[src/rtl/flt_stream_pkg.sv]
// Shared helpers for the clock-enable stream controller: counter/pointer
// widths and the LATENCY/BUF_DEPTH legality rule.
package flt_stream_pkg;

    // Bits needed to count from 0 up to and including n.
    function automatic int cnt_width(input int n);
        return $clog2(n + 1);
    endfunction

    // Bits needed to address n entries (at least one bit).
    function automatic int ptr_width(input int n);
        return (n > 1) ? $clog2(n) : 1;
    endfunction

    // The buffer must hold every in-flight token plus one, or the stream
    // could deadlock with a full pipeline and no room to land its output.
    function automatic bit cfg_legal(input int latency, input int buf_depth);
        return (latency >= 1) && (buf_depth >= latency + 1);
    endfunction

endpackage

[src/rtl/flt_stream_fifo.sv]
// First-word-fall-through skid FIFO: synchronous write, asynchronous read,
// pointers wrap at DEPTH-1 so any depth is legal.
module flt_stream_fifo
    import flt_stream_pkg::*;
#(
    parameter int DEPTH = 18,
    parameter int WIDTH = 16
) (
    input  logic             clk,
    input  logic             rst_n,
    input  logic             push,
    input  logic [WIDTH-1:0] push_data,
    input  logic             pop,
    output logic             head_valid,
    output logic [WIDTH-1:0] head_data
);

    localparam int PTR_W = ptr_width(DEPTH);
    localparam int CNT_W = cnt_width(DEPTH);
    localparam logic [PTR_W-1:0] PTR_LAST = PTR_W'(DEPTH - 1);

    logic [WIDTH-1:0] mem [DEPTH];
    logic [PTR_W-1:0] wr_ptr;
    logic [PTR_W-1:0] rd_ptr;
    logic [CNT_W-1:0] fifo_cnt;

    function automatic logic [PTR_W-1:0] ptr_inc(input logic [PTR_W-1:0] p);
        return (p == PTR_LAST) ? '0 : p + PTR_W'(1);
    endfunction

    // Capture the incoming word at the write pointer.
    // NOTE: storage has no reset; only the pointers and count define which
    // entries are live, so clearing the array would just cost reset fan-out.
    // NOTE: state is updated with non-blocking assignments so every register
    // samples pre-edge values regardless of block ordering.
    always_ff @(posedge clk) begin
        if (push) begin
            mem[wr_ptr] <= push_data;
        end
    end

    // Advance pointers and track fill level; push and pop together leave the count unchanged.
    always_ff @(posedge clk or negedge rst_n) begin
        if (!rst_n) begin
            wr_ptr   <= '0;
            rd_ptr   <= '0;
            fifo_cnt <= '0;
        end else begin
            if (push) begin
                wr_ptr <= ptr_inc(wr_ptr);
            end
            if (pop) begin
                rd_ptr <= ptr_inc(rd_ptr);
            end
            fifo_cnt <= fifo_cnt + CNT_W'(push) - CNT_W'(pop);
        end
    end

    assign head_valid = (fifo_cnt != '0);
    assign head_data  = mem[rd_ptr];

endmodule

[src/rtl/flt_aclken_stream_ctrl.sv]
// Valid/ready adapter around a fixed-latency clock-enabled pipeline. Drives
// the pipeline enable, tracks in-flight tokens with a valid chain, and lands
// the pipeline output in a skid FIFO sized by a credit count.
module flt_aclken_stream_ctrl
    import flt_stream_pkg::*;
#(
    parameter int LATENCY    = 16,
    parameter int DATA_WIDTH = 16,
    parameter int BUF_DEPTH  = 18
) (
    input  logic                              clk,
    input  logic                              rst_n,
    input  logic                              s_valid,
    output logic                              s_ready,
    output logic                              aclken,
    input  logic [DATA_WIDTH-1:0]             pipe_dout,
    output logic                              m_valid,
    output logic [DATA_WIDTH-1:0]             m_data,
    input  logic                              m_ready,
    output logic [cnt_width(BUF_DEPTH)-1:0]   occupancy
);

    localparam int OCC_W = cnt_width(BUF_DEPTH);
    localparam logic [OCC_W-1:0] OCC_MAX = OCC_W'(BUF_DEPTH);

    if (!cfg_legal(LATENCY, BUF_DEPTH)) begin : g_cfg_error
        $error("flt_aclken_stream_ctrl: BUF_DEPTH must be at least LATENCY+1");
    end

    logic               run;
    logic               en;
    logic [LATENCY-1:0] vld;
    logic [OCC_W-1:0]   occ;
    logic               wr;
    logic               rd;

    // Hold the pipeline frozen for the first cycle out of reset.
    always_ff @(posedge clk or negedge rst_n) begin
        if (!rst_n) begin
            run <= 1'b0;
        end else begin
            run <= 1'b1;
        end
    end

    // Credits gate the pipeline: never launch a token the FIFO could not absorb.
    assign en      = run & (occ < OCC_MAX);
    assign aclken  = en;
    assign s_ready = en;

    // Valid chain mirrors the pipeline stages and moves only when they do.
    always_ff @(posedge clk or negedge rst_n) begin
        if (!rst_n) begin
            vld <= '0;
        end else if (en) begin
            vld[0] <= s_valid;
            for (int i = 1; i < LATENCY; i++) begin
                vld[i] <= vld[i-1];
            end
        end
    end

    // Landing a word in the FIFO coincides with the edge that shifts it out of the delay line.
    assign wr = en & vld[LATENCY-1];
    assign rd = m_valid & m_ready;

    // Credit count: in-flight plus buffered; a FIFO write is a transfer, not a change.
    always_ff @(posedge clk or negedge rst_n) begin
        if (!rst_n) begin
            occ <= '0;
        end else begin
            occ <= occ + OCC_W'(en & s_valid) - OCC_W'(rd);
        end
    end

    assign occupancy = occ;

    flt_stream_fifo #(
        .DEPTH (BUF_DEPTH),
        .WIDTH (DATA_WIDTH)
    ) u_fifo (
        .clk        (clk),
        .rst_n      (rst_n),
        .push       (wr),
        .push_data  (pipe_dout),
        .pop        (rd),
        .head_valid (m_valid),
        .head_data  (m_data)
    );

endmodule

[config.mk]
export PLATFORM = sky130hd
export DESIGN_NAME = flt_aclken_stream_ctrl
export DESIGN_NICKNAME = d
export VERILOG_FILES = /design/src/rtl/flt_stream_pkg.sv /design/src/rtl/flt_stream_fifo.sv /design/src/rtl/flt_aclken_stream_ctrl.sv
export SDC_FILE = /design/constraint.sdc
export NUM_CORES = 1
export LEC_CHECK = 0
export ABC_AREA = 0
export CORE_MARGIN = 2
export CORE_UTILIZATION = 45
export CTS_CLUSTER_SIZE = 25
export DETAILED_ROUTE_END_ITERATION = 12
export MAX_ROUTING_LAYER = met4
export PLACE_DENSITY_LB_ADDON = 0.25
export SYNTH_ARGS = -nofsm -noshare
export SYNTH_HDL_FRONTEND = slang
export SYNTH_SLANG_ARGS = --single-unit
[constraint.sdc]
create_clock -name clk -period 3.3 [get_ports clk]
set_input_delay 0.66 -clock clk [delete_from_list [all_inputs] [get_ports clk]]
set_output_delay 0.66 -clock clk [all_outputs]
set_load 0.1 [all_outputs]
# [After elaboration in Yosys (flattened, before gate mapping)]
# Memories as Yosys holds them, arrays and structs flattened.
# Index checks and enable logic that the tools add are counted.
[word_totals] ff_bits=37 latch_bits=0 ramBits=288 rom_bits=0 n_memories=1
[op_classes] add_sub_neg=6 multipliers=0 n_div=0 order_cmp=1 n_eq_ne=2 n_shift=0 muxes=4 bitwise_logic=4 reduce_logical=1
[mem_list] name="u_fifo.mem" depth=18 word_bits=16 read_ports=1 rd_clocked_by_memory_dff=0 write_ports=1 line_no="flt_stream_fifo.sv:22" source="logic [WIDTH-1:0] mem [DEPTH];"
[ops] cell="$add 5x1->5" count=2
[ops] cell="$add 5x1->5 const B" count=2
[ops] cell="$eq 5x5->1 const B" count=2
[ops] cell="$mux 5" count=2
[ops] cell="$sub 5x1->5" count=2
[ops] cell="$lt 5x5->1 const B" count=1
[ops] cell="$reduce_bool 5->1" count=1
[ops] cell="$and 1x1->1" count=4
[ops] cell="$mux 1" count=2

# [Depth between registers and ports, before layout]
# Gate-level depths: netlist of the first run.
[depth] depth_word=5 mapped_depth=14 mapped_depth_nobuf=14

# [Hierarchy]
# From an unflattened synthesis of the first run, not the netlist that was laid out.
[hier_totals] hier_cells=649 area_unflattened_um2=13022.5
[by_module_without_submodules] mod="flt_stream_fifo" instances=1 cells_per_inst=579 area_per_inst_um2=11981.5 seq_area_each_um2=9023.7
[by_module_without_submodules] mod="flt_aclken_stream_ctrl" instances=1 cells_per_inst=70 area_per_inst_um2=1041.0 seq_area_each_um2=550.5

# [Worst setup path before layout of the first run]
# Ideal clock, no wire load.
[synth_path] kind="reg-to-reg" from="register occ[3] (netlist: occupancy[3])" to="register occ[4] (netlist: occupancy[4])" arrival_ns=4.268 required_time_ns=3.220 slack_ns=-1.048 path_stages_with_launch=14 n_path_buf=1 cell_sequence="dfrtp_1 -> inv_1 -> ha_1 -> nand2b_1 -> and2_0 -> buf_1 -> nand2_1 -> ha_1 -> inv_1 -> ha_1 -> fa_1 -> a21o_1 -> a21oi_1 -> xnor2_1"
[synth_via] elab_chain_cells=5
[synth_rtl] item="from (decl)" line_no="flt_aclken_stream_ctrl.sv:33" source="logic [OCC_W-1:0] occ;"
[synth_rtl] item="from (signal assigned)" line_no="flt_aclken_stream_ctrl.sv:72" source="occ <= occ + OCC_W'(en & s_valid) - OCC_W'(rd);"
[synth_rtl] item="$lt 5x5->1" line_no="flt_aclken_stream_ctrl.sv:47" source="assign en = run & (occ < OCC_MAX);"
[synth_rtl] item="$and 1x1->1" line_no="flt_aclken_stream_ctrl.sv:47"
[synth_rtl] item="named net aclken" line_no="flt_aclken_stream_ctrl.sv:15" source="output logic aclken,"
[synth_rtl] item="$and 1x1->1" line_no="flt_aclken_stream_ctrl.sv:72"
[synth_rtl] item="$add 5x1->5" line_no="flt_aclken_stream_ctrl.sv:72"
[synth_rtl] item="$sub 5x1->5" line_no="flt_aclken_stream_ctrl.sv:72"
# The timed path passes the listed nets, and every way through them passes these cells.
# A chain may end at the register's enable or synchronous reset.

# [Worst setup path in the final report of the first run]
[layout_path] from="register u_fifo.rd_ptr[0]" to="output port m_data[12]"
[layout_via] elab_chain_cells=1
[layout_rtl] item="from (decl)" line_no="flt_stream_fifo.sv:24" source="logic [PTR_W-1:0] rd_ptr;"
[layout_rtl] item="from (signal assigned)" line_no="flt_stream_fifo.sv:53" source="rd_ptr <= ptr_inc(rd_ptr);"
[layout_rtl] item="$mem_v2 18x16"
[layout_rtl] item="to (decl)" line_no="flt_aclken_stream_ctrl.sv:18" source="output logic [DATA_WIDTH-1:0] m_data,"
# No other way between the ends.

==> metrics, run 1 <==
status=finished, final reports clean; Max Slew Vio Count=0; CP peak stage delay=approximately 0.58 ns; Slew headroom=44.70%; clk root buf=clkbuf_16; final worst setup slack=0.02600 ns; H-tree depth=2; Mapped Cells=686; DRC viols=0; Max Freq=a little over 0.3 GHz; CTS tree=done; clock insertion delay at the later pin of the skew report=0.53 ns; sequential area share after synthesis=72.86%; final net count=817; CP max-delay cell=mux4_1; starting density of the core=45.78%; CP endpoint kind=primary output; vias in the first global route=between 6,000 and 7,000; first-pass GRT wire length=42,690 µm; final hold violations=0; Std-Cell Core Area=28,700 µm²; TritonRoute pass-1 iters=4; R2R Setup Slk=0.20 ns; gpl congestion=0.7893; drt wl/cell=23.57 µm; CP Buf/Inv Count=2; Worst Path Max Fanout=11; Placed Area=14,330 µm²; layout cells sized above 1=31.17%; clock share of power=24.5%; synth unique cells=45; hold crit path type=in2async; Layout fillers=2,211; Pleak=5.410 nW; Power Density=972.2 nW/µm²; Final period util=around 100%; DP HPWL=16,620 µm; reg2reg path depth=12; Die Wd=174.9 µm; Antenna Nets Post-Route=0; Mean Syn Cell Area=19.16 µm²; CTS Buf Count=35; commonest non-fill, non-tap cell in the layout=edfxtp_1; worst reg2reg endpoint=occupancy[4]; antenna violations before repair=0; max cap viols=0; synth-to-layout area growth=18.99%; CP arrival=2.61 ns; clk slew on worst S/H paths=0.06 ns; Least-Margin Pin Slew=0.8296 ns; Synthesized Nets=approximately 730; combinational share of power=between 40% and 50%; Synth async-reset ratio=11.38%; via count=6,618; Yosys warning count=0; Post-Route WL=27,950 µm; Sw Ratio=roughly 37%; CTS Sinks=325; Primary FF master, synth=edfxtp_1; Net Sw Power=5.678 mW; num rows=62; Synth Register Bits=between 300 and 400; minimum clock period=3.274 ns; design area=15,640 µm²; type of origin of the critical path=register; largest net degree at the start of global routing=38; Fin Hold WS=0.2531 ns; GRT Util Overall=19.32%; Req. time, crit path=2.64 ns; RSZ-0062 raised after global routing=yes; commonest cells after routing, fill and taps aside=edfxtp_1, mux2_2, buf_4, clkbuf_16, mux4_2; crit path cell chain=buf_6, mux4_1, mux2_2, a22oi_1, nand2_1, buf_12; synthesized area=~13,000 µm²; full die area=30,590 µm²; worst vdd ir=approximately 1.2 mV; family with the most delay on the worst path=multiplexers; CTS max path bufs=3; Post-synth EDFFs=288; reg2reg start=u_fifo.fifo_cnt[3]; crit path kind=reg2out; clk_skew=0.02390 ns; grt total ovfl=0; # setup viols final=0; Via density=roughly 5.6; Int Power=9.525 mW; Flop pwr share=33.0%; ANT cells=0; Setup WS pre-CTS=approximately 0.19 ns; PortBufs=43; I/O pins=44; Die Y=approximately 170 µm; iteration-0 DRC count of the detailed router=603
## metrics by stage
step           power (mW)  util [%]  std cells   TNS, ns
2_1_floorplan       9.190         -        686         0
4_1_cts             15.20     54.39       1185  -0.01738
3_3_place_gp        11.02     49.94       1115         0
3_5_place_dp        11.14     49.94       1115         0
5_1_grt             15.79     54.48       1186   -0.1039
6_report            15.20     54.48       1186         0
## Yosys cell counts, drive strengths merged, types with 2 or more instances
master  count  share of area [%]
dfrtp      37                7.0
a22oi      16               0.91
edfxtp    288                 66
or3         3               0.14
inv        20               0.57
nand2      25               0.71
mux4       48                9.1
a21oi       5               0.19
buf        22                1.2
nand2b      6               0.29
a221oi     16                1.1
a31oi       3               0.14
nor2       21               0.60
xor2        2               0.13
nor2b       4               0.19
fa          2               0.30
o21ai      24               0.91
mux2i      32                2.4
clkbuf     12               0.43
nand3       5               0.19
nand4       5               0.24
xnor2       7               0.47
and2        2              0.095
mux2       47                4.0
ha         20                1.9
a21o        2               0.11
## worst register-to-register path, delay by kind of cell, from the launching register on
family                     cells  cell delay (ns)
DFF                            1             0.39
xor gates and xnor gates       1             0.15
buffers and inverters          3             0.28
and+or+nand+nor                2             0.76
AOI/OAI and AO/OA              2             0.35
adders and majority gates      4             1.08
## per-layer routing
| layer | wire, µm | global-route usage, % |
|---|---|---|
| met5 | 0 | - |
| met1 | 12360 | 26.45 |
| met3 | 1599 | 2.850 |
| met4 | 639 | 6.181 |
| met2 | 13350 | 30.19 |
## sequential cells by signal, summed over array words and instances, names as in the netlist
| signal | cells |
|---|---|
| run | 1 |
| u_fifo.rd_ptr | 5 |
| vld | 16 |
| occupancy | 5 |
| u_fifo.fifo_cnt | 5 |
| u_fifo.wr_ptr | 5 |
| u_fifo.mem | 288 |
## cell families (layout without fill, tap and decap cells)
| group | count (synthesis) | after routing | share of synthesized area [%] |
|---|---|---|---|
| DFF | 325 | 325 | 72.86 |
| muxes | 127 | 127 | 15.52 |
| and+or+nand+nor | 77 | 77 | 2.837 |
| AOI/OAI and AO/OA | 68 | 68 | 3.466 |
| buffers and inverters | 57 | 173 | 2.485 |
| adders and majority gates | 22 | 22 | 2.209 |
| xor gates and xnor gates | 9 | 9 | 0.5999 |
| other | 1 | 1 | 0.02854 |
## power by group through the flow
stage	Sequential, mW	Combinational [mW]	Clock (mW)
after floorplan	5.19	4.00	0
after global placement	5.12	5.90	0
after detailed placement	5.14	6.00	0
after CTS	5.02	6.40	3.79
after global routing	5.05	6.79	3.95
final	5.02	6.46	3.73
## cell type report
type / instances / area, µm² / area share [%]
Inverter: 20 / 75.07 / 0.4801
Clock inverter: 16 / 140.1 / 0.8961
Clock buffer: 48 / 955.9 / 6.113
Tap cell: 384 / 480.5 / 3.072
Multi-Input combinational cell: 304 / 3332 / 21.31
Timing Repair Buffer: 89 / 1066 / 6.817
Sequential cell: 325 / 9588 / 61.31
## worst max-delay path by stage
stage	start	endpoint	cells past startpoint
2_1_floorplan	u_fifo.fifo_cnt[3]	occupancy[4]	12
3_3_place_gp	u_fifo.rd_ptr[0]	m_data[12]	6
3_5_place_dp	u_fifo.fifo_cnt[3]	u_fifo.fifo_cnt[4]	14
4_1_cts	u_fifo.rd_ptr[0]	m_data[15]	7
5_1_grt	u_fifo.rd_ptr[0]	m_data[12]	6
6_report	u_fifo.rd_ptr[0]	m_data[12]	6
## repair_timing
item,4_1_cts,5_1_grt
pin swaps,9,16
gates resized for setup,36,26
hold buffers,0,0
cloned,1,0
setup endpoints to repair,16,15
buffers inserted,5,1
Power figures use the tool's default switching activity.
==> run 2: changes to the inputs <==
--- a/config.mk
+++ b/config.mk
@@ -12,6 +12,8 @@
 export DETAILED_ROUTE_END_ITERATION = 12
 export MAX_ROUTING_LAYER = met4
 export PLACE_DENSITY_LB_ADDON = 0.25
+export REMOVE_ABC_BUFFERS = 1
+export SKIP_CTS_REPAIR_TIMING = 1
 export SYNTH_ARGS = -nofsm -noshare
 export SYNTH_HDL_FRONTEND = slang
 export SYNTH_SLANG_ARGS = --single-unit
==> run 2 against run 1 <==
  * The flow now finishes with violations (negative setup slack)
  * Maximum frequency decreased by 0.86%
  * Worst hold slack got worse by 0.0014 ns
  * Final cell count increased by 0.76%
  * Largest cell class unchanged
==> metrics, run 2 (synthesized netlist as in run 1, its figures left out) <==
worst vdd ir=0.9196 mV (-22%); CP arrival=2.64 ns (+0.03 ns); final hold violations=0 (unchanged); TritonRoute pass-1 iters=7 (+3); Via density=5.564 (-0.29%); crit path cell chain=buf_12, buf_16, mux4_2, mux2_4, a22oi_2, nand2_2, buf_12; CP most frequent cell=buf_12; Top Usage Layer GRT=met2; via count=6,649 (+0.47%); Antenna Nets Post-Route=0 (unchanged); R2R Setup Slk=0.28 ns (+0.08 ns); multi-input logic area=3359 µm² (+0.83%); GRT Util Overall=18.93% (-0.38 points); Max Freq=0.3028 GHz (-0.86%); CTS Buf Count=34 (-2.9%); Std-Cell Core Area=28,700 µm² (unchanged); CP startpoint=u_fifo.rd_ptr[0]; Largest register FFs=288 (unchanged); max cap viols=0 (unchanged); drt wl/cell=24.01 µm (+1.9%); clk root buf=clkbuf_16; CP max-delay cell=dfrtp_4; vias in the first global route=6,904 (-1.3%); CTS Sinks=325 (unchanged); Max Slew Vio Count=0 (unchanged); Least-Margin Pin Slew=0.8252 ns (-0.004364 ns); commonest cells after routing, fill and taps aside=edfxtp_1, buf_4, mux2_2, clkbuf_16, dfrtp_1; CTS max path bufs=3 (unchanged); CP peak stage delay=0.53 ns (-0.05 ns); final worst setup slack=-0.002486 ns (-0.02849 ns); fin util=55.27% (+0.79 points); clock insertion delay at the later pin of the skew report=0.50 ns (-0.03 ns); Worst Path Max Fanout=7 (-4); Setup WS pre-CTS=0.2100 ns (+0.01761 ns); Pleak=5.541 nW (+2.4%); Die Y=174.9 µm (unchanged); Sequential cell area=9583 µm² (about the same); Die Wd=174.9 µm (unchanged); commonest non-fill, non-tap cell in the layout=edfxtp_1; Slew headroom=44.99% (+0.29 points); family with the most delay on the worst path=multiplexers; minimum clock period=3.302 ns (+0.02849 ns); clk slew on worst S/H paths=0.06 ns (about the same); RSZ-0062 raised after global routing=yes; # setup viols final=1 (+1); iteration-0 DRC count of the detailed router=654 (+8.5%); crit path kind=reg2out; gpl congestion=0.7414 (-6.1%); Power Density=966.8 nW/µm² (-0.56%); Biggest register=u_fifo.mem; PortBufs=43 (unchanged); Final period util=100.1% (+0.86 points); num rows=62 (unchanged); largest net degree at the start of global routing=38 (unchanged); full die area=30,590 µm² (unchanged); starting density of the core=45.78% (unchanged); grt total ovfl=0 (unchanged); hold crit path type=in2async; CTS tree=done; type of origin of the critical path=register; GR Layer Usage met3=3.351% (+0.50 points); DP HPWL=16,020 µm (-3.6%); Req. time, crit path=2.64 ns (about the same); Post-Route WL=28,690 µm (+2.6%); reg2reg path depth=12 (unchanged); worst reg2reg endpoint=occupancy[4]; status=finished with violations; Largest regs=u_fifo.mem x288, vld x16; first-pass GRT wire length=41,610 µm (-2.5%); CP Buf/Inv Count=3 (+1); Layout fillers=2,204 (-0.32%); met2 usage=31.41% (+1.2 points); GR Util met1=24.18% (-2.3 points); synth-to-layout area growth=20.72%; DRC viols=0 (unchanged); layout cells sized above 1=31.36% (+0.19 points); failing checks=negative setup slack; final net count=829 (+1.5%); antenna violations before repair=1 (+1); CP endpoint kind=primary output; H-tree depth=2 (unchanged); I/O pins=44 (unchanged); reg2reg start=u_fifo.fifo_cnt[2]; clk_skew=0.01717 ns (-0.006731 ns)
[run 2: layout make-up]
class | instances | area share [%]
Antenna cell | 1 | 0.01577
Multi-Input combinational cell | 304 | 21.18
Timing Repair Buffer | 102 | 7.934
Sequential cell | 325 | 60.41
Clock inverter | 15 | 0.9622
Inverter | 20 | 0.4732
Tap cell | 384 | 3.029
Clock buffer | 44 | 6.002
[run 2: metal layers]
metal,up-vias,part of all wire [%]
met2,216,50
met1,3443,41
met4,0,2.1
met5,-,0
li1,2941,-
met3,49,6.4
[run 2: power by group]
group	internal, mW	leakage [nW]	switching (mW)	total, mW
Sequential	4.77	3.04	0.240	5.01
Clock	2.27	0.535	1.49	3.76
Combinational	2.68	1.97	3.89	6.57
[run 2: stage by stage]
stage | power [mW] | cell area [µm²] | TNS (ns) | std cells | hold WS, ns
6_report | 15.34 | 15860 | -0.002486 | 1195 | 0.2517
5_1_grt | 15.89 | 15860 | -0.2510 | 1195 | 0.3023
4_1_cts | 14.82 | 15450 | -2.162 | 1171 | 0.2585
3_5_place_dp | 11.07 | 14350 | 0 | 1112 | 0.4902
3_3_place_gp | 10.92 | 14350 | 0 | 1112 | 0.4842
2_1_floorplan | 9.074 | 12890 | -384.27 | 649 | 0.3644
[run 2: worst max path at each step]
| stage | slack, ns | to | cells after the start |
|---|---|---|---|
| after floorplan | -2.51 | occupancy[4] | 12 |
| after global placement | 0.32 | m_data[1] | 6 |
| after detailed placement | 0.21 | occupancy[4] | 12 |
| after CTS | -0.22 | m_data[1] | 6 |
| after global routing | -0.07 | m_data[0] | 7 |
| final | -0.002 | m_data[0] | 7 |
==> variant 1: new RTL, config.mk and constraints of run 2 <==
Change the parameter `LATENCY` from 16 to 8.
--- a/src/rtl/flt_aclken_stream_ctrl.sv
+++ b/src/rtl/flt_aclken_stream_ctrl.sv
@@ -4,7 +4,7 @@
 module flt_aclken_stream_ctrl
     import flt_stream_pkg::*;
 #(
-    parameter int LATENCY    = 16,
+    parameter int LATENCY    = 8,
     parameter int DATA_WIDTH = 16,
     parameter int BUF_DEPTH  = 18
 ) (
Formal check against the unedited RTL: no difference found for any inputs over 10 cycles, from zero or initial values and one cycle with rst_n low; that may be too few to reach the edited logic, so the function may still have changed.
==> variant 1 against run 2 <==
- worst setup slack gained 0.031 ns
- highest routed layer unchanged
- count of clock-buffer cells in the layout shrank 11
- die area shrank 2.2%
- via count shrank 2.2%
- design area shrank 2.4%
- first-iteration DRC count shrank 13%
- area after synthesis shrank 2.3%
- clock power grew 3%
- total power shrank 1.0%
- wire length shrank 4.7%
- sequential cell count shrank 8
==> variant 1: results (changes against run 2) <==
outcome completed (was finished with violations); top cells by count, synth edfxtp_1, mux2_2, mux2i_1, dfrtp_1, mux4_1 (was edfxtp_1, mux2_2, dfrtp_1, mux2i_1, mux4_1); Min-Delay Path Class reg2reg (was in2async); Worst Tran Pin Value 0.758 ns (was 0.825 ns); vias in the first global route 6745 (was 6904); Clock Latency Late Sink 0.56 ns (was 0.50 ns); crit path DAT 2.61 ns (was 2.64 ns); Layout fillers 2157 (was 2204); first-pass GRT wire length 40700 um (was 41600 um); Slowest Stage Delay on Critical Path 0.55 ns (was 0.53 ns); top flop regs u_fifo.mem (288), vld (8) (was u_fifo.mem (288), vld (16)); synth unique cells 44 (was 45); post-detail-place hpwl 15800 um (was 16000 um); placer congestion estimate 0.775 (was 0.741); Num CTS Buffers 31 (was 34); placed cell count 1094 (was 1112); DR vias 6505 (was 6649); setup_tns 0 ns (was -0.00249 ns); Crit Reg-Reg Startpoint u_fifo.fifo_cnt[3] (was u_fifo.fifo_cnt[2]); Fin Clk Skew 0.0127 ns (was 0.0172 ns); CP Capture Point m_data[8] (was m_data[0]); # nets final 811 (was 829); # diodes 0 (was 1); flop2flop setup slack 0.26 ns (was 0.28 ns); fraction of layout cells with a size suffix above 1 0.314 (about the same); synth top area cells edfxtp_1, mux4_1, dfrtp_1 (was edfxtp_1, dfrtp_1, mux4_1); WL/cell 23.3 um (was 24.0 um); fin cells 1172 (was 1195); Async SR Flop Fraction 0.0915 (was 0.114); maximum fanout along the worst path 13 (was 7); Crit-path slowest cell mux4_1 (was dfrtp_4); Mean Syn Cell Area 19.2 um2 (about the same); pin count of the biggest net entering global routing 39 (was 38); Tot GR Track Use 0.185 (was 0.189); leakage 5.39 nW (was 5.54 nW); Int Pwr 9.64 mW (was 9.72 mW); First DRT Iteration DRCs 570 (was 654)
## variant 1: through the flow
| stage | power, mW | instance area, um2 | setup slack, ns |
|---|---|---|---|
| floorplan | 8.95 | 12600 | -2.12 |
| global placement | 10.9 | 14100 | 0.347 |
| detailed placement | 11.0 | 14100 | 0.197 |
| CTS | 14.9 | 15200 | -0.246 |
| global route | 15.8 | 15500 | -0.0386 |
| finish | 15.2 | 15500 | 0.0288 |
## variant 1: critical path: cells and delay by family (launching register included)
family | cells | cell delay (ns)
mux | 2 | 0.84
buf+inv | 3 | 0.47
flops | 1 | 0.46
compound gates | 1 | 0.19
simple gates | 1 | 0.09
## variant 1: area by class of cell
cell class                      count  area [um2]  share of cell area
Multi-Input combinational cell    294        3230               0.208
Sequential cell                   317        9380               0.606
Clock inverter                     25         360              0.0233
Clock buffer                       33         783              0.0506
Timing Repair Buffer              105        1190              0.0768
Inverter                           20        75.1             0.00485
Tap cell                          378         473              0.0305
## variant 1: routing by layer
layer / up-vias / track usage / routed length (um)
met4: 0 / 0.0491 / 588
li1: 2880 / - / -
met5: - / - / 0
met1: 3397 / 0.245 / 11800
met3: 44 / 0.0270 / 1330
met2: 184 / 0.303 / 13700
## variant 1: worst min-delay path by stage
stage	startpoint	end	slack, ns	cells after the start
after floorplan	rst_n	occupancy[0]	0.36	0
after global placement	vld[2]	vld[2]	0.48	1
after detailed placement	vld[5]	vld[5]	0.50	1
after CTS	vld[5]	vld[5]	0.52	1
after global routing	vld[5]	vld[5]	0.52	1
final	vld[4]	vld[5]	0.51	1
## variant 1: cells by family (layout without fill, tap and decap cells)
family | count (synthesis) | after routing | synth area share
other | 1 | 1 | 0.000292
adder cells (fa/ha/maj) | 22 | 22 | 0.0226
AO/OA/AOI/OAI | 68 | 68 | 0.0353
multiplexers | 119 | 119 | 0.152
XOR/XNOR | 9 | 9 | 0.00614
AND/OR/NAND/NOR | 75 | 75 | 0.0287
buffers and inverters | 57 | 183 | 0.0252
flip-flops | 317 | 317 | 0.730
## variant 1: power by group through the flow
stage                     Combinational (mW)  Clock (mW)  Sequential (mW)
after floorplan                         3.55           0             5.39
after global placement                  5.92           0             4.93
after detailed placement                6.02           0             4.95
after CTS                               6.05        3.96             4.87
after global routing                    6.78        4.12             4.87
final                                   6.45        3.89             4.84
==> variant 2: new RTL, flow settings as in run 2 <==
Without the edit above. Reset style: synchronous (`rst_n`), changed in 4 clocked blocks. Comments in the files are not updated.
--- a/src/rtl/flt_stream_fifo.sv
+++ b/src/rtl/flt_stream_fifo.sv
@@ -40,7 +40,7 @@
     end
 
     // Advance pointers and track fill level; push and pop together leave the count unchanged.
-    always_ff @(posedge clk or negedge rst_n) begin
+    always_ff @(posedge clk) begin
         if (!rst_n) begin
             wr_ptr   <= '0;
             rd_ptr   <= '0;
--- a/src/rtl/flt_aclken_stream_ctrl.sv
+++ b/src/rtl/flt_aclken_stream_ctrl.sv
@@ -35,7 +35,7 @@
     logic               rd;
 
     // Hold the pipeline frozen for the first cycle out of reset.
-    always_ff @(posedge clk or negedge rst_n) begin
+    always_ff @(posedge clk) begin
         if (!rst_n) begin
             run <= 1'b0;
         end else begin
@@ -49,7 +49,7 @@
     assign s_ready = en;
 
     // Valid chain mirrors the pipeline stages and moves only when they do.
-    always_ff @(posedge clk or negedge rst_n) begin
+    always_ff @(posedge clk) begin
         if (!rst_n) begin
             vld <= '0;
         end else if (en) begin
@@ -65,7 +65,7 @@
     assign rd = m_valid & m_ready;
 
     // Credit count: in-flight plus buffered; a FIFO write is a transfer, not a change.
-    always_ff @(posedge clk or negedge rst_n) begin
+    always_ff @(posedge clk) begin
         if (!rst_n) begin
             occ <= '0;
         end else begin
Behaviour: differs if rst_n is asserted again (counterexample within 4 cycles, from zero or initial values and one cycle with rst_n low); with rst_n held inactive, the same outputs for 10 cycles.
==> variant 2 against run 2 <==
- fmax grew 5.0%
- design area shrank 2.8%
- worst hold slack gained 0.20 ns
- sequential share of layout area grew 1.2 points
- synthesized cell count grew 19%
- wire length shrank 8.5%
- global-route usage shrank 0.93 points
- sequential cell count grew 5
- area after synthesis shrank 0.73%
- via count grew 4.0%
- worst setup slack gained 0.16 ns
- critical path type unchanged
Power is not compared: it rests on default switching activity, and its combinational part moved more than twofold at a synthesized area within 25%.
==> variant 2: results (changes against run 2) <==
outcome completed (was finished with violations); first drt pass iteration count 5 (was 7); top cells by count, synth edfxtp_1, mux2i_1, nand2_1, dfxtp_1, a21oi_1 (was edfxtp_1, mux2_2, dfrtp_1, mux2i_1, mux4_1); Layout fillers 2303 (was 2204); RR Endpoint occupancy[4] (unchanged); pin count of the biggest net entering global routing 67 (was 38); # diodes 0 (was 1); Crit Reg-Reg Startpoint u_fifo.fifo_cnt[3] (was u_fifo.fifo_cnt[2]); maximum fanout along the worst path 16 (was 7); Fin Clk Skew 0.0117 ns (was 0.0172 ns); synth top area cells edfxtp_1, mux2i_1, dfxtp_1 (was edfxtp_1, dfrtp_1, mux4_1); Final Setup Violations 0 (was 1); Tot GR Track Use 0.180 (was 0.189); flop2flop setup slack 0.38 ns (was 0.28 ns); Crit-path slowest cell dfxtp_2 (was dfrtp_4); synth unique cells 42 (was 45); First DRT Iteration DRCs 489 (was 654); Slowest Stage Delay on Critical Path 0.57 ns (was 0.53 ns); placed inst area 14300 um2 (about the same); crit path DAT 2.49 ns (was 2.64 ns); fraction of layout cells with a size suffix above 1 0.172 (was 0.314); dpl ws 0.296 ns (was 0.210 ns); initial antenna violation count 0 (was 1); Async SR Flop Fraction 0 (was 0.114); DR vias 6912 (was 6649); Min-Delay Path Class reg2reg (was in2async); sequential area share after synthesis 0.727 (was 0.729)
## variant 2: cell types whose count changed after synthesis, moves of 21 or more
cell     change
dfrtp_1     -37
o21ai_0     -21
dfxtp_1     +42
mux2i_1     +64
nand2_1     +57
a21oi_1     +31
mux4_1      -29
mux2_2      -31
## variant 2: how the worst max path moves through the flow
stage / startpoint / endpoint / slack, ns / depth (start not counted)
floorplan: occupancy[1] / occupancy[4] / -2.11 / 14
global placement: m_ready / u_fifo.fifo_cnt[4] / 0.31 / 11
detailed placement: m_ready / u_fifo.fifo_cnt[4] / 0.30 / 11
CTS: register / m_data[4] / -0.07 / 5
global route: register / m_data[3] / 0.009 / 7
finish: register / m_data[4] / 0.15 / 5
## variant 2: final cells by class
type,instances,area (um2),area share
clock inverter,15,160,0.0104
tap,384,480,0.0311
inverter,21,78.8,0.00511
multi-input combinational,424,3320,0.215
timing repair buffer,83,946,0.0613
sequential,330,9500,0.616
clock buffer,48,945,0.0612
## variant 2: kinds of logic (layout without fill, tap and decap cells)
group | after synthesis | in the layout | share of synthesized area
AND/OR/NAND/NOR | 185 | 185 | 0.0691
buffers and inverters | 64 | 167 | 0.0212
AO/OA/AOI/OAI | 77 | 77 | 0.0369
adder cells (fa/ha/maj) | 22 | 22 | 0.0223
flip-flops | 330 | 330 | 0.727
XOR/XNOR | 12 | 12 | 0.00806
multiplexers | 128 | 128 | 0.115
## variant 2: power breakdown
part           switching (mW)  internal, mW  leakage (nW)  total, mW
Clock                    1.52          2.25         0.531       3.77
Combinational            2.07          1.21          1.60       3.28
Sequential             0.0949          4.62          2.93       4.72
Total                    3.69          8.08          5.06       11.8
## variant 2: critical path: cells and delay by family (launching register included)
kind,cells,cell delay [ns]
and+or+nand+nor,2,0.26
muxes,1,0.54
buffers and inverters,2,0.61
DFF,1,0.57
## variant 2: stage by stage
step / std cells / hold slack (ns)
floorplan: 775 / 0.432
global placement: 1242 / 0.436
detailed placement: 1242 / 0.446
CTS: 1305 / 0.453
global route: 1305 / 0.475
finish: 1305 / 0.448
## variant 2: layer usage
metal  share of wire  routed length (um)  vias up  track usage
met5               0                   0        -            -
met4           0.022                 571        0       0.0522
met1            0.45               11900     3428        0.247
met3           0.048                1260       43       0.0265
li1                -                   -     3272            -
met2            0.48               12500      169        0.282
